File: config.mk
export PLATFORM = sky130hd
export DESIGN_NAME = rom_loader_arbiter
export DESIGN_NICKNAME = d
export VERILOG_FILES = /design/src/rtl/rom_loader_pkg.sv /design/src/rtl/rr_arbiter.sv /design/src/rtl/rom_loader_arbiter.sv
export SDC_FILE = /design/constraint.sdc
export NUM_CORES = 1
export LEC_CHECK = 0
export ABC_CLOCK_PERIOD_IN_PS = 2840
export BUFFER_PORTS_ARGS = -buffer_cell sky130_fd_sc_hd__buf_4
export CAP_MARGIN = 40
export CORE_ASPECT_RATIO = 0.5
export CORE_MARGIN = 5
export CORE_UTILIZATION = 50
export DETAILED_ROUTE_END_ITERATION = 8
export PLACE_DENSITY = 0.74
export SYNTH_ARGS = -nofsm -noshare
export SYNTH_HDL_FRONTEND = slang
export SYNTH_SLANG_ARGS = --single-unit
File: constraint.sdc
create_clock -name clk -period 2.84 [get_ports clk]
set_clock_uncertainty 0.1 [all_clocks]
set_input_delay 0.142 -clock clk [delete_from_list [all_inputs] [get_ports clk]]
set_output_delay 0.142 -clock clk [all_outputs]
set_load 0.05 [all_outputs]
File: src/rtl/rom_loader_pkg.sv
`default_nettype none
// ============================================================================
// rom_loader_pkg : state encoding and handshake constants shared with the
//                  ROM-loader model. Rev 1.0
// ============================================================================
package rom_loader_pkg;

  localparam int ROM_DATA_WIDTH   = 16;
  localparam int ROM_SETUP_CYCLES = 4;
  localparam int ROM_ACK_TIMEOUT  = 255;

  typedef enum logic [2:0] {
    ST_IDLE     = 3'd0,
    ST_SETUP    = 3'd1,
    ST_PRESENT  = 3'd2,
    ST_STROBE   = 3'd3,
    ST_WAIT_ACK = 3'd4,
    ST_FINISH   = 3'd5
  } state_t;

endpackage
`default_nettype wire

File: src/rtl/rr_arbiter.sv
`default_nettype none
// ============================================================================
// rr_arbiter : combinational round-robin arbiter, search starts one past
//              the last granted index. Rev 1.0
// ============================================================================
module rr_arbiter #(
  parameter int NUM_REQ = 2,
  localparam int IW     = (NUM_REQ > 1) ? $clog2(NUM_REQ) : 1
) (
  input  logic [NUM_REQ-1:0] req_i,
  input  logic [IW-1:0]      last_i,
  output logic [NUM_REQ-1:0] gnt_o
);

  logic [IW-1:0] idx;
  logic          found;

  always_comb begin
    gnt_o = '0;
    found = 1'b0;
    idx   = '0;
    for (int k = 1; k <= NUM_REQ; k++) begin
      idx = IW'((int'(last_i) + k) % NUM_REQ);
      if (!found && req_i[idx]) begin
        gnt_o[idx] = 1'b1;
        found      = 1'b1;
      end
    end
  end

endmodule
`default_nettype wire

File: src/rtl/rom_loader_arbiter.sv
`default_nettype none
// ============================================================================
// rom_loader_arbiter : grants whole ROM-loader sessions to one of NUM_REQ
//                      word-stream requesters and runs the load/sck/ack
//                      handshake. Rev 1.0
// ============================================================================
module rom_loader_arbiter
  import rom_loader_pkg::*;
#(
  parameter int NUM_REQ      = 2,
  parameter int DATA_WIDTH   = ROM_DATA_WIDTH,
  parameter int MAX_WORDS    = 32768,
  parameter int ACK_TIMEOUT  = ROM_ACK_TIMEOUT,
  parameter int SETUP_CYCLES = ROM_SETUP_CYCLES,
  localparam int IW = (NUM_REQ > 1) ? $clog2(NUM_REQ) : 1,
  localparam int CW = $clog2(MAX_WORDS + 1),
  localparam int TW = $clog2(ACK_TIMEOUT + 1),
  localparam int SW = $clog2(SETUP_CYCLES + 1)
) (
  input  logic                          clk,
  input  logic                          reset,
  input  logic [NUM_REQ-1:0]            req_i,
  output logic [NUM_REQ-1:0]            gnt_o,
  input  logic [NUM_REQ-1:0]            wr_valid_i,
  input  logic [NUM_REQ*DATA_WIDTH-1:0] wr_data_i,
  input  logic [NUM_REQ-1:0]            wr_last_i,
  output logic [NUM_REQ-1:0]            wr_ready_o,
  output logic [NUM_REQ-1:0]            done_o,
  output logic                          error_o,
  output logic                          busy_o,
  output logic [CW-1:0]                 word_count_o,
  output logic                          rom_loader_load_o,
  output logic [DATA_WIDTH-1:0]         rom_loader_data_o,
  output logic                          rom_loader_sck_o,
  input  logic                          rom_loader_ack_i
);

  state_t                 state_q, state_d;
  logic [IW-1:0]          gidx_q, gidx_d;
  logic [NUM_REQ-1:0]     gnt_q, gnt_d;
  logic [NUM_REQ-1:0]     wr_ready_q, wr_ready_d;
  logic [NUM_REQ-1:0]     done_q, done_d;
  logic                   error_q, error_d;
  logic                   busy_q, busy_d;
  logic [CW-1:0]          word_count_q, word_count_d;
  logic                   load_q, load_d;
  logic [DATA_WIDTH-1:0]  data_q, data_d;
  logic                   sck_q, sck_d;
  logic                   last_q, last_d;
  logic [SW-1:0]          setup_q, setup_d;
  logic [TW-1:0]          tmo_q, tmo_d;

  logic [NUM_REQ-1:0]     arb_gnt;
  logic [IW-1:0]          arb_idx;
  logic [DATA_WIDTH-1:0]  words [NUM_REQ];
  logic                   sel_valid;
  logic                   sel_last;
  logic [DATA_WIDTH-1:0]  sel_data;

  rr_arbiter #(
    .NUM_REQ (NUM_REQ)
  ) u_rr_arbiter (
    .req_i  (req_i),
    .last_i (gidx_q),
    .gnt_o  (arb_gnt)
  );

  generate
    for (genvar i = 0; i < NUM_REQ; i++) begin : g_words
      assign words[i] = wr_data_i[i*DATA_WIDTH +: DATA_WIDTH];
    end
  endgenerate

  always_comb begin
    arb_idx = '0;
    for (int i = 0; i < NUM_REQ; i++) begin
      if (arb_gnt[i]) begin
        arb_idx = IW'(i);
      end
    end
  end

  // The session owner is selected by the registered grant index, so a
  // requester dropping req mid-session does not disturb the data path.
  assign sel_valid = wr_valid_i[gidx_q];
  assign sel_last  = wr_last_i[gidx_q];
  assign sel_data  = words[gidx_q];

  always_comb begin
    state_d      = state_q;
    gidx_d       = gidx_q;
    gnt_d        = gnt_q;
    wr_ready_d   = '0;
    done_d       = '0;
    error_d      = 1'b0;
    word_count_d = word_count_q;
    load_d       = load_q;
    data_d       = data_q;
    sck_d        = 1'b0;
    last_d       = last_q;
    setup_d      = setup_q;
    tmo_d        = tmo_q;

    case (state_q)
      ST_IDLE: begin
        load_d = 1'b0;
        if (|req_i) begin
          gnt_d        = arb_gnt;
          gidx_d       = arb_idx;
          word_count_d = '0;
          load_d       = 1'b1;
          data_d       = '0;
          setup_d      = '0;
          state_d      = (SETUP_CYCLES > 1) ? ST_SETUP : ST_PRESENT;
        end
      end

      // PRESENT supplies the last setup cycle, so the first accept lands
      // SETUP_CYCLES cycles after load rises.
      ST_SETUP: begin
        if (int'(setup_q) >= SETUP_CYCLES - 2) begin
          state_d = ST_PRESENT;
        end else begin
          setup_d = setup_q + 1'b1;
        end
      end

      ST_PRESENT: begin
        if (sel_valid && !rom_loader_ack_i) begin
          if (word_count_q == CW'(MAX_WORDS)) begin
            error_d = 1'b1;
            load_d  = 1'b0;
            state_d = ST_FINISH;
          end else begin
            data_d     = sel_data;
            wr_ready_d = gnt_q;
            last_d     = sel_last;
            state_d    = ST_STROBE;
          end
        end
      end

      ST_STROBE: begin
        sck_d   = 1'b1;
        tmo_d   = '0;
        state_d = ST_WAIT_ACK;
      end

      ST_WAIT_ACK: begin
        if (rom_loader_ack_i) begin
          word_count_d = word_count_q + 1'b1;
          if (last_q) begin
            done_d  = gnt_q;
            load_d  = 1'b0;
            state_d = ST_FINISH;
          end else begin
            state_d = ST_PRESENT;
          end
        end else if (int'(tmo_q) + 1 >= ACK_TIMEOUT) begin
          error_d = 1'b1;
          load_d  = 1'b0;
          state_d = ST_FINISH;
        end else begin
          tmo_d = tmo_q + 1'b1;
        end
      end

      ST_FINISH: begin
        load_d  = 1'b0;
        gnt_d   = '0;
        state_d = ST_IDLE;
      end

      default: begin
        state_d = ST_IDLE;
      end
    endcase

    busy_d = (state_d != ST_IDLE);
  end

  always_ff @(posedge clk) begin
    if (reset) begin
      state_q      <= ST_IDLE;
      gidx_q       <= IW'(NUM_REQ - 1);
      gnt_q        <= '0;
      wr_ready_q   <= '0;
      done_q       <= '0;
      error_q      <= 1'b0;
      busy_q       <= 1'b0;
      word_count_q <= '0;
      load_q       <= 1'b0;
      data_q       <= '0;
      sck_q        <= 1'b0;
      last_q       <= 1'b0;
      setup_q      <= '0;
      tmo_q        <= '0;
    end else begin
      state_q      <= state_d;
      gidx_q       <= gidx_d;
      gnt_q        <= gnt_d;
      wr_ready_q   <= wr_ready_d;
      done_q       <= done_d;
      error_q      <= error_d;
      busy_q       <= busy_d;
      word_count_q <= word_count_d;
      load_q       <= load_d;
      data_q       <= data_d;
      sck_q        <= sck_d;
      last_q       <= last_d;
      setup_q      <= setup_d;
      tmo_q        <= tmo_d;
    end
  end

  assign gnt_o             = gnt_q;
  assign wr_ready_o        = wr_ready_q;
  assign done_o            = done_q;
  assign error_o           = error_q;
  assign busy_o            = busy_q;
  assign word_count_o      = word_count_q;
  assign rom_loader_load_o = load_q;
  assign rom_loader_data_o = data_q;
  assign rom_loader_sck_o  = sck_q;

endmodule
`default_nettype wire

==> impl_metrics.ini <==
[worst_setup_path]
arrival_ps = 2610
critPathLaunch = tmo_q[1]$_SDFFE_PP0P_
cp-endpoint = error_o$_SDFF_PP0_
r2r-start = tmo_q[1]$_SDFFE_PP0P_
r2r_cells = 6
crit_type = reg -> reg
crit_fanout = 14
timing.rr.end = error_o$_SDFF_PP0_
end_kind = register
worst-r2r-setup-slack_ps = 350
cp.required_ps = 2960
worstSetupStartpointType = register

[final_layout]
finish.utilization_pct = 66.1
fin_nets = 479
drive_gt1_share_pct = 24.7
multi_input_area_um2 = 1730
regArea_um2 = 1160
final.fill_count = 518
final_cell_mix = buf_4, nor2_1, dfxtp_1
area_growth_pct = 29.9
diodes = 0
layout_commonest_cell = buf_4

[yosys]
synthCells = 356
synth_nets = 402
synth_cell_type_count = 55
synth_top_area_share_pct = 38.2
syn_area_um2 = 3040
ys_ff_latch = 58
synth_top_area_cell = dfxtp_1
synth-async-reset-ratio_pct = 0
synth_edf_count = 0
synth_flop_cell = dfxtp_1
ys_seq_area_share_pct = 38.2
netlist_top_cells_area = dfxtp_1, mux2i_1, nor2_1, nand2_1, a21oi_1
synth_warnings = 0
avgSynthCellArea_um2 = 8.55

[clocking]
htree_levels = 3
path_clk_slew_ps = 50
numCtsBuffers = 9
clockBufferDepth = 2
cts.root.buffer_cell = clkbuf_16
cts_hold_buffers = 0
post_cts_buffers = 0
cts.sinks = 58
clk_latency_ps = 320
cts_resized = 0
cts_tree = done

[timing]
max-slew-margin-rel_pct = 58.1
setup_tns_ps = 0
setup_viol = 0
worst_slew_pin_slew_ps = 624
max_freq_mhz = 402
fin_crit_ps = 2490
rsz0062_at_grt = no
hold_viol_final = 0
period_share_pct = 87.6
report.final.slew_viol_count = 0

[floorplanning]
die_h_um = 65.2
die_width_um = 120
rows = 20
initial_core_util_pct = 50.9
die_area_um2 = 7840
ios = 83
core-area_um2 = 5980

[routing]
drtIter0Drc = 244
wirelength_um = 7490
vias_per_cell = 5.54
dr_total_vias = 2846
routedWlPerCell_um = 14.6
drc = 0
firstDrtPassIters = 4
final_antenna_net_count = 0

[min_path]
hold_path.class = in -> reg

[place]
portBuffers = 82
hpwl_um = 5500
gp_congestion = 0.953

[global_route]
antenna_found_initial = 0
grt_overflow = 0
grt_pass1_wl_um = 12500
grt_pass1_vias = 2785
grt_max_degree = 42
grt_use_total_pct = 19.7

[power_and_ir_drop]
cellLeakagePower_nw = 1.75
p_clk_share_pct = 47.4
power.density_nw_per_um2 = 552
switching_share_pct = 25.2
p_int_mw = 1.63
ir_drop_uv = 333
pwr-share-comb_pct = 13.5
seqPwrFrac_pct = 39.1
p_sw_mw = 0.551

[job]
cap_violations = 0

[run_status]
outcome = finished, final reports clean
==> metrics by stage <==
step	hold WS, ps	setup WS (ps)	instances	cell area [um^2]	power, mW
6_report	69.6	353	514	3950	2.18
5_1_grt	80.8	198	514	3950	2.27
4_1_cts	55.0	395	514	3950	2.20
3_5_place_dp	385	400	499	3670	1.16
3_3_place_gp	374	529	499	3670	1.16
2_1_floorplan	213	611	356	3040	1.09
==> kinds of logic (layout without fill, tap and decap cells) <==
family	after synthesis	after routing	synth area share (%)
xor gates and xnor gates	14	14	4.03
buffers and inverters	29	110	5.10
adders and majority gates	5	5	2.06
muxes	37	37	12.2
and+or+nand+nor	161	161	26.4
DFF	58	58	38.2
AOI/OAI and AO/OA	52	52	12.0
==> layout make-up <==
cell class,count,area share [%]
clock inverter,5,1.42
inverter,8,0.760
sequential,58,29.4
multi-input combinational,269,43.7
tap,77,2.44
clock buffer,10,5.79
timing repair buffer,87,16.5
==> cell usage after synthesis (2+ instances only) <==
library cell,n
nor2_1,65
dfxtp_1,58
nor4_1,2
a32oi_1,2
buf_6,3
buf_2,3
and4_1,5
o21ai_0,12
nor2b_1,4
and3_1,2
a22oi_1,2
xor2_1,7
ha_1,5
nand2_1,28
nand2b_1,10
and2_1,3
or3_1,6
a31oi_1,2
o31ai_1,4
mux2i_1,36
nand3_1,11
clkbuf_1,11
nand4_1,7
buf_1,2
nor4b_1,3
nor3b_1,3
inv_1,8
a211oi_1,2
nor3_1,6
xnor2_1,7
a21oi_1,13
==> how the worst min path moves through the flow <==
stage	start	endpoint	cells after the start
floorplan	rom_loader_ack_i	word_count_o[1]$_SDFFE_PP0P_	2
global placement	rom_loader_data_o[6]$_SDFFE_PP0P_	rom_loader_data_o[6]$_SDFFE_PP0P_	2
detailed placement	rom_loader_data_o[10]$_SDFFE_PP0P_	rom_loader_data_o[10]$_SDFFE_PP0P_	2
CTS	req_i[0]	gnt_o[0]$_SDFFE_PP0P_	3
global route	rom_loader_ack_i	word_count_o[1]$_SDFFE_PP0P_	3
finish	rom_loader_ack_i	word_count_o[1]$_SDFFE_PP0P_	3
==> state kept, by name, summed over array words and instances, names as in the netlist, 2 cells and up <==
register and flops:
wr_ready_o 2, tmo_q 8, rom_loader_data_o 16, setup_q 3, word_count_o 16, done_o 2, gnt_o 2, state_q 3
==> routing by layer <==
metal	wire (um)	up-vias	GRT usage, %
met5	0	-	0
met1	3310	1327	23.9
met4	72	0	6.50
met2	3550	99	33.6
li1	-	1408	-
met3	553	12	6.10
==> critical path: stages (launching register included) <==
cell and delay [ps]:
dfxtp_1 420, ha_1 460, nand3_1 190, o21ai_0 130
a32oi_1 120, or4b_1 600, a2111oi_2 360
==> power groups by stage <==
stage / sequential [mW] / clock [mW] / combinational [mW]
final: 0.854 / 1.04 / 0.294
after global placement: 0.869 / 0 / 0.289
after CTS: 0.854 / 1.05 / 0.296
after global routing: 0.856 / 1.10 / 0.320
after detailed placement: 0.870 / 0 / 0.294
after floorplan: 0.898 / 0 / 0.191
Power figures use the tool's default switching activity.
